==> src/rtl/part_wb.sv <==
// Writeback stage of the five-stage MIPS pipeline.
// Holds the MEM/WB register, extracts and extends sub-word load data,
// selects the register-file write data and counts retired instructions.
module part_wb #(
  parameter int unsigned CNT_W = 32
) (
  input  logic             CLK,
  input  logic             reset,
  input  logic             StallW,
  input  logic             FlushW,
  input  logic             ValidM,
  input  logic             RegWriteM,
  input  logic             MemtoRegM,
  input  logic [2:0]       LoadTypeM,
  input  logic [31:0]      ALUOutM,
  input  logic [31:0]      ReadDataM,
  input  logic [4:0]       WriteRegM,
  output logic             RegWriteW,
  output logic [4:0]       WriteRegW,
  output logic [31:0]      ResultW,
  output logic             ValidW,
  output logic [CNT_W-1:0] RetireCnt
);

  typedef enum logic [2:0] {
    LD_W   = 3'd0,
    LD_B   = 3'd1,
    LD_BU  = 3'd2,
    LD_H   = 3'd3,
    LD_HU  = 3'd4
  } load_type_e;

  logic             valid_q,     valid_d;
  logic             regwrite_q,  regwrite_d;
  logic             memtoreg_q,  memtoreg_d;
  logic [2:0]       ldtype_q,    ldtype_d;
  logic [31:0]      aluout_q,    aluout_d;
  logic [31:0]      rdata_q,     rdata_d;
  logic [4:0]       wreg_q,      wreg_d;
  logic [CNT_W-1:0] cnt_q,       cnt_d;

  logic [7:0]       byte_sel;
  logic [15:0]      half_sel;
  logic [31:0]      load_val;

  // Next-state of the MEM/WB register: flush beats stall, stall holds everything.
  always_comb begin
    valid_d    = valid_q;
    regwrite_d = regwrite_q;
    memtoreg_d = memtoreg_q;
    ldtype_d   = ldtype_q;
    aluout_d   = aluout_q;
    rdata_d    = rdata_q;
    wreg_d     = wreg_q;
    cnt_d      = cnt_q;
    if (FlushW || !StallW) begin
      // Data fields load on a flush too; only the control bits are forced to a bubble.
      memtoreg_d = MemtoRegM;
      ldtype_d   = LoadTypeM;
      aluout_d   = ALUOutM;
      rdata_d    = ReadDataM;
      wreg_d     = WriteRegM;
      if (FlushW) begin
        valid_d    = 1'b0;
        regwrite_d = 1'b0;
      end else begin
        valid_d    = ValidM;
        regwrite_d = RegWriteM;
        if (ValidM) cnt_d = cnt_q + 1'b1;
      end
    end
  end

  // MEM/WB register and retire counter with synchronous reset.
  always_ff @(posedge CLK) begin
    if (reset) begin
      valid_q    <= 1'b0;
      regwrite_q <= 1'b0;
      memtoreg_q <= 1'b0;
      ldtype_q   <= '0;
      aluout_q   <= '0;
      rdata_q    <= '0;
      wreg_q     <= '0;
      cnt_q      <= '0;
    end else begin
      valid_q    <= valid_d;
      regwrite_q <= regwrite_d;
      memtoreg_q <= memtoreg_d;
      ldtype_q   <= ldtype_d;
      aluout_q   <= aluout_d;
      rdata_q    <= rdata_d;
      wreg_q     <= wreg_d;
      cnt_q      <= cnt_d;
    end
  end

  // Little-endian lane selection; halfword ignores address bit 0.
  always_comb begin
    byte_sel = rdata_q[7:0];
    case (aluout_q[1:0])
      2'd0: byte_sel = rdata_q[7:0];
      2'd1: byte_sel = rdata_q[15:8];
      2'd2: byte_sel = rdata_q[23:16];
      2'd3: byte_sel = rdata_q[31:24];
      default: byte_sel = rdata_q[7:0];
    endcase
    half_sel = aluout_q[1] ? rdata_q[31:16] : rdata_q[15:0];
  end

  // Sign/zero extension by load type; unknown encodings behave as LW.
  always_comb begin
    load_val = rdata_q;
    case (load_type_e'(ldtype_q))
      LD_B:    load_val = {{24{byte_sel[7]}}, byte_sel};
      LD_BU:   load_val = {24'd0, byte_sel};
      LD_H:    load_val = {{16{half_sel[15]}}, half_sel};
      LD_HU:   load_val = {16'd0, half_sel};
      default: load_val = rdata_q;
    endcase
  end

  assign WriteRegW = wreg_q;
  assign ValidW    = valid_q;
  assign RegWriteW = regwrite_q & valid_q & (wreg_q != 5'd0);
  assign ResultW   = memtoreg_q ? load_val : aluout_q;
  assign RetireCnt = cnt_q;

endmodule

==> config.mk <==
export PLATFORM = sky130hd
export DESIGN_NAME = part_wb
export DESIGN_NICKNAME = d
export VERILOG_FILES = /design/src/rtl/part_wb.sv
export SDC_FILE = /design/constraint.sdc
export NUM_CORES = 1
export LEC_CHECK = 0
export BUFFER_PORTS_ARGS = -buffer_cell sky130_fd_sc_hd__buf_2
export CAP_MARGIN = 40
export CORE_ASPECT_RATIO = 0.5
export CORE_MARGIN = 2
export CORE_UTILIZATION = 30
export DETAILED_ROUTE_END_ITERATION = 10
export PLACE_DENSITY = 0.55
export SYNTH_ARGS = -nofsm -noshare
export SYNTH_HDL_FRONTEND = slang
export SYNTH_SLANG_ARGS = --single-unit
==> constraint.sdc <==
create_clock -name CLK -period 2.1 [get_ports CLK]
set_input_delay 0.105 -clock CLK [delete_from_list [all_inputs] [get_ports CLK]]
set_output_delay 0.105 -clock CLK [all_outputs]
set_load 0.01 [all_outputs]
# Word-level counts from Yosys, hierarchy flattened

Index checks and enable logic that the tools add are counted.

Word-level logic and storage cells: 30
Input port bits: 79
Bits in registers: 107

Add/subtract/negate cells: 1
Equal/unequal tests: 7
Reduce and logical (&&, ||, !) cells: 5
Bitwise logic cells: 3
Multiplexer cells: 6

Operators with widths:

| kind                  | count |
|---|---|
| $pmux 32 s4           | 1 |
| $add 32x1->32 const B | 1 |
| $mux 32               | 1 |
| $pmux 8 s4            | 1 |
| $mux 16               | 1 |
| $eq 3x2->1 const B    | 2 |
| $reduce_bool 5->1     | 1 |
| $eq 2x2->1 const B    | 2 |
| $eq 3x1->1 const B    | 1 |
| $eq 3x3->1 const B    | 1 |
| $reduce_and 3->1      | 1 |
| $and 1x1->1           | 2 |
| $eq 2x1->1 const B    | 1 |
| $logic_not 2->1       | 1 |
| $mux 1                | 2 |
| $logic_not 1->1       | 1 |
| $logic_or 1x1->1      | 1 |
| $not 1->1             | 1 |

# Longest topological paths before layout

Word-level depth: 4
Mapped depth: 7
Gate-level depth less buffers: 6

# Worst setup path after synthesis

OpenSTA, ideal clock, no wires.

Path type: reg-to-reg
From: register cnt_q[0] (netlist: RetireCnt[0])
To: register cnt_q[28] (netlist: RetireCnt[28])
Stages on the path, launching flop included: 7
Path slack: 233 ps
Arrival: 1797 ps
Data required time: 2030 ps
Setup time: 70 ps
Cells stage by stage: dfxtp_1 ha_1 nand2_1 nor4_4 nand4_2 or3_1 a21oi_1

Longest elaborated chain between the ends: 1

RTL lines:

| item                   | RTL line | RTL |
|---|---|---|
| from (decl)            | 40       | `logic [CNT_W-1:0] cnt_q, cnt_d;` |
| from (signal assigned) | 93       | `cnt_q <= cnt_d;` |
| $add 32x1->32          | 69       | `if (ValidM) cnt_d = cnt_q + 1'b1;` |

No other way between the ends.
A chain may end at the register's enable or synchronous reset.

# Worst setup path after layout

From: register ldtype_q[0]
To: output ResultW[5]

Longest elaborated chain between the ends: 3

RTL lines:

| item                               | RTL line | RTL |
|---|---|---|
| from (decl)                        | 36       | `logic [2:0] ldtype_q, ldtype_d;` |
| from (signal assigned)             | 89       | `ldtype_q <= ldtype_d;` |
| $eq 3x3->1 (tied with other cells) | 113      | `case (load_type_e'(ldtype_q))` |
| $pmux 32 s4 *                      | 113      |  |
| $mux 32 *                          | 125      | `assign ResultW = memtoreg_q ? load_val : aluout_q;` |
| to (decl)                          | 20       | `output logic [31:0] ResultW,` |

Mark *: on every way between the ends. The rest lies on a longest branch, timed or not.

==> out/qor.csv <==
stage,metric,value,unit
critical_path,Critical Setup Path Class,reg2out,
sta,relative slew slack,0.671,
cells_and_area,layout net count,932,
synthesis,share of synthesized registers carrying an async set or reset,0,
cells_and_area,growth of design area from synthesis to finish,39.0,%
critical_path,Worst path slowest cell,or3b_4,
synthesis,Mapped Area,5080,sq um
drt,DR WL/cell,15.6,um
critical_path,largest stage delay on the critical path,0.47,ns
drt,drt pass-1 iters,5,
global_routing,largest net degree at the start of global routing,108,
placed_design,placed cell count,1019,
drt,ANT nets after route,0,
synthesis,synth warn,0,
cells_and_area,Finished Core Util,0.429,
cells_and_area,Post-Layout Cell Count,1087,
floorplan,Row Count,33,
clock_network,clk_lat worst skew,0.35,ns
cells_and_area,"commonest non-fill, non-tap cells in the layout","165 x nand2_1, 149 x buf_2, 121 x a21oi_1",
synthesis,Post-synth EDFFs,0,
clock_network,Clock Tree Buf Depth,2,
placed_design,Final GP Congestion,0.834,
global_routing,total gr overflow,0,
drt,final wirelength,16900,um
cells_and_area,sequential cell area,2160,sq um
global_routing,global-route wire length before repair,26400,um
critical_path,CP startpoint kind,register,
critical_path,Worst Path Required,2.00,ns
sta,Fmax,479,MHz
placed_design,Port Buffers,149,
clock_network,CTS buffer count,9,
sta,crit path time final,2.09,ns
status,status,"complete, no violations",
floorplan,die height,96.0,um
synthesis,post-synthesis cell type count,46,
sta,Final Hold Vio Count,0,
global_routing,met1 usage,0.239,
floorplan,# IOs,150,
power,Pwr Density,661,nW/um^2
synthesis,#FFs+latches synth,107,
clock_network,clk sinks,107,
clock_network,Worst-path clk slew,0.07,ns
floorplan,total die area,18100,sq um
synthesis,post-synthesis instance total,673,
critical_path,crit end category,output pin,
worst_hold_path,HP Start,ALUOutM[24],
critical_path,R2R Setup Slk,0.23,ns
drt,drc violations,0,
floorplan,Starting Density,0.308,
synthesis,"Seq/Total Area, Yosys",0.422,
global_routing,Most Crowded Layer GR,met2,
synthesis,"Net Count, Synth",753,
global_routing,Total Routing Usage GR,0.185,
drt,Initial DRC Count,354,
clock_network,CTS HTree Levels,3,
sta,Clock Skews,0.00491,ns
cells_and_area,fill count,1742,
cells_and_area,share of cells above drive strength 1,0.281,
clock_network,root buf cell,clkbuf_16,
critical_path,launch point of the worst path,ldtype_q[0],
global_routing,met3 GRT Util,0.0492,
drt,Vias,5273,
global_routing,antenna violations before repair,3,
sta,Final setup viols,0,
critical_path,Crit path arrival time,1.98,ns
global_routing,met2 GRT Util,0.310,
floorplan,Chip Width,188,um
floorplan,Core ar.,16500,sq um
cells_and_area,Multi-input gate area,2880,sq um
sta,Slew @ Worst Pin,0.493,ns
critical_path,CP Max Fanout,7,
sta,RSZ-0062 raised after global routing,true,
power,Peak VDD IR,0.000358,V
synthesis,Post-synth top flop,dfxtp_1,
critical_path,FF-to-FF Start,RetireCnt[4],
run,max-cap viol count,0,
sta,crit share post-route,0.994,
placed_design,hpwl dp,11400,um
power,leak pwr,3.00,nW
critical_path,worst-path cell chain,"or3b_4, o21a_1, o221a_2, a21oi_1, buf_2",
global_routing,number of global-route vias before repair,5023,
clock_network,CTS tree,done,
cells_and_area,"commonest non-fill, non-tap cell in the layout",nand2_1,
synthesis,Mean Syn Cell Area,7.55,sq um
sta,Final Slew Violations,0,
worst_hold_path,Hold Path Class,in2reg,
drt,Vias/cell,4.85,
[per-stage QoR]
step	area, sq um	power (W)	hold slack (ns)	TNS [ns]	worst slack [ns]
finish	7060	0.00467	0.00596	0	0.0118
global route	7060	0.00488	0.00617	-0.0745	-0.0285
CTS	6910	0.00467	0.000167	0	0.00101
detailed placement	6110	0.00295	0.356	0	0.119
global placement	6110	0.00295	0.350	0	0.150
floorplan	5080	0.00264	0.184	0	0.233
[layout make-up]
class	instances	area share
diodes	3	0.00106
repair buffers	217	0.202
clock buffers	10	0.0324
multi-input cells	511	0.408
clock inverters	6	0.00691
flip-flops and latches	107	0.306
inverters	6	0.00354
well taps	227	0.0402
[where the power goes]
| group | leakage [nW] | internal, W | switching (W) |
|---|---|---|---|
| Sequential | 0.883 | 0.00212 | 0.000104 |
| Combinational | 1.98 | 0.000379 | 0.000436 |
| Clock | 0.137 | 0.000820 | 0.000811 |
| Total | 3.00 | 0.00332 | 0.00135 |
[sequential cells by signal, indices dropped and copies added, names as in the netlist]
register and cells:
RetireCnt 32, aluout_q 32, rdata_q 32, WriteRegW 5
ldtype_q 3, ValidW 1, memtoreg_q 1, regwrite_q 1
[critical path, delay by kind of cell, from the launching register on]
| kind | cells | cell delay, ns |
|---|---|---|
| buf+inv | 1 | 0.16 |
| simple gates | 1 | 0.47 |
| compound gates | 3 | 0.60 |
| flops | 1 | 0.39 |
[worst paths after layout]
| path | to | cells past startpoint |
|---|---|---|
| setup / recovery | ResultW[5] | 5 |
| hold / removal | aluout_q[24] | 3 |
| hold reg to reg | aluout_q[22] | 2 |
| setup reg to reg | RetireCnt[28] | 5 |
[kinds of logic (layout without fill, tap and decap cells)]
| family | count (synthesis) | count (layout) | synth area share |
|---|---|---|---|
| DFF | 107 | 107 | 0.422 |
| muxes | 14 | 14 | 0.0379 |
| adders and majority gates | 2 | 2 | 0.00443 |
| buffers and inverters | 55 | 239 | 0.0431 |
| other | 0 | 3 | 0 |
| and+or+nand+nor | 292 | 292 | 0.248 |
| AOI/OAI and AO/OA | 174 | 174 | 0.195 |
| xor gates and xnor gates | 29 | 29 | 0.0500 |
[Yosys cell counts, types with 2 or more instances]
cell / count / area share
nand2_1: 165 / 0.12
a21oi_1: 131 / 0.13
dfxtp_1: 107 / 0.42
nor2_1: 76 / 0.056
clkbuf_1: 38 / 0.028
xor2_1: 23 / 0.040
nand4_1: 13 / 0.016
nand3_1: 12 / 0.012
a22oi_1: 8 / 0.012
mux2i_1: 8 / 0.016
a221oi_1: 7 / 0.012
o21ai_0: 7 / 0.0069
buf_1: 6 / 0.0044
inv_1: 6 / 0.0044
xnor2_1: 6 / 0.010
nor3_1: 5 / 0.0049
or3_1: 5 / 0.0062
a32oi_1: 4 / 0.0069
buf_2: 4 / 0.0039
mux4_2: 4 / 0.018
o22ai_1: 4 / 0.0049
a21boi_0: 3 / 0.0044
and3_1: 3 / 0.0037
o221a_2: 3 / 0.0066
and2_1: 2 / 0.0025
and4_1: 2 / 0.0034
mux2_2: 2 / 0.0044
[what timing repair did]
item / CTS / global route
pin swaps: 1 / 8
buffers inserted: 3 / 1
hold buffers: 43 / 0
gates cloned: 0 / 2
gates resized for setup: 19 / 37
setup endpoints to repair: 32 / 32
endpoints found under the hold margin: 43 / 0
[per-layer routing]
layer | vias up | part of all wire
met2 | 130 | 0.46
li1 | 2674 | -
met3 | 15 | 0.061
met4 | 0 | 0.016
met5 | - | 0
met1 | 2454 | 0.46
Note: power is estimated with default switching activity, not from simulation.
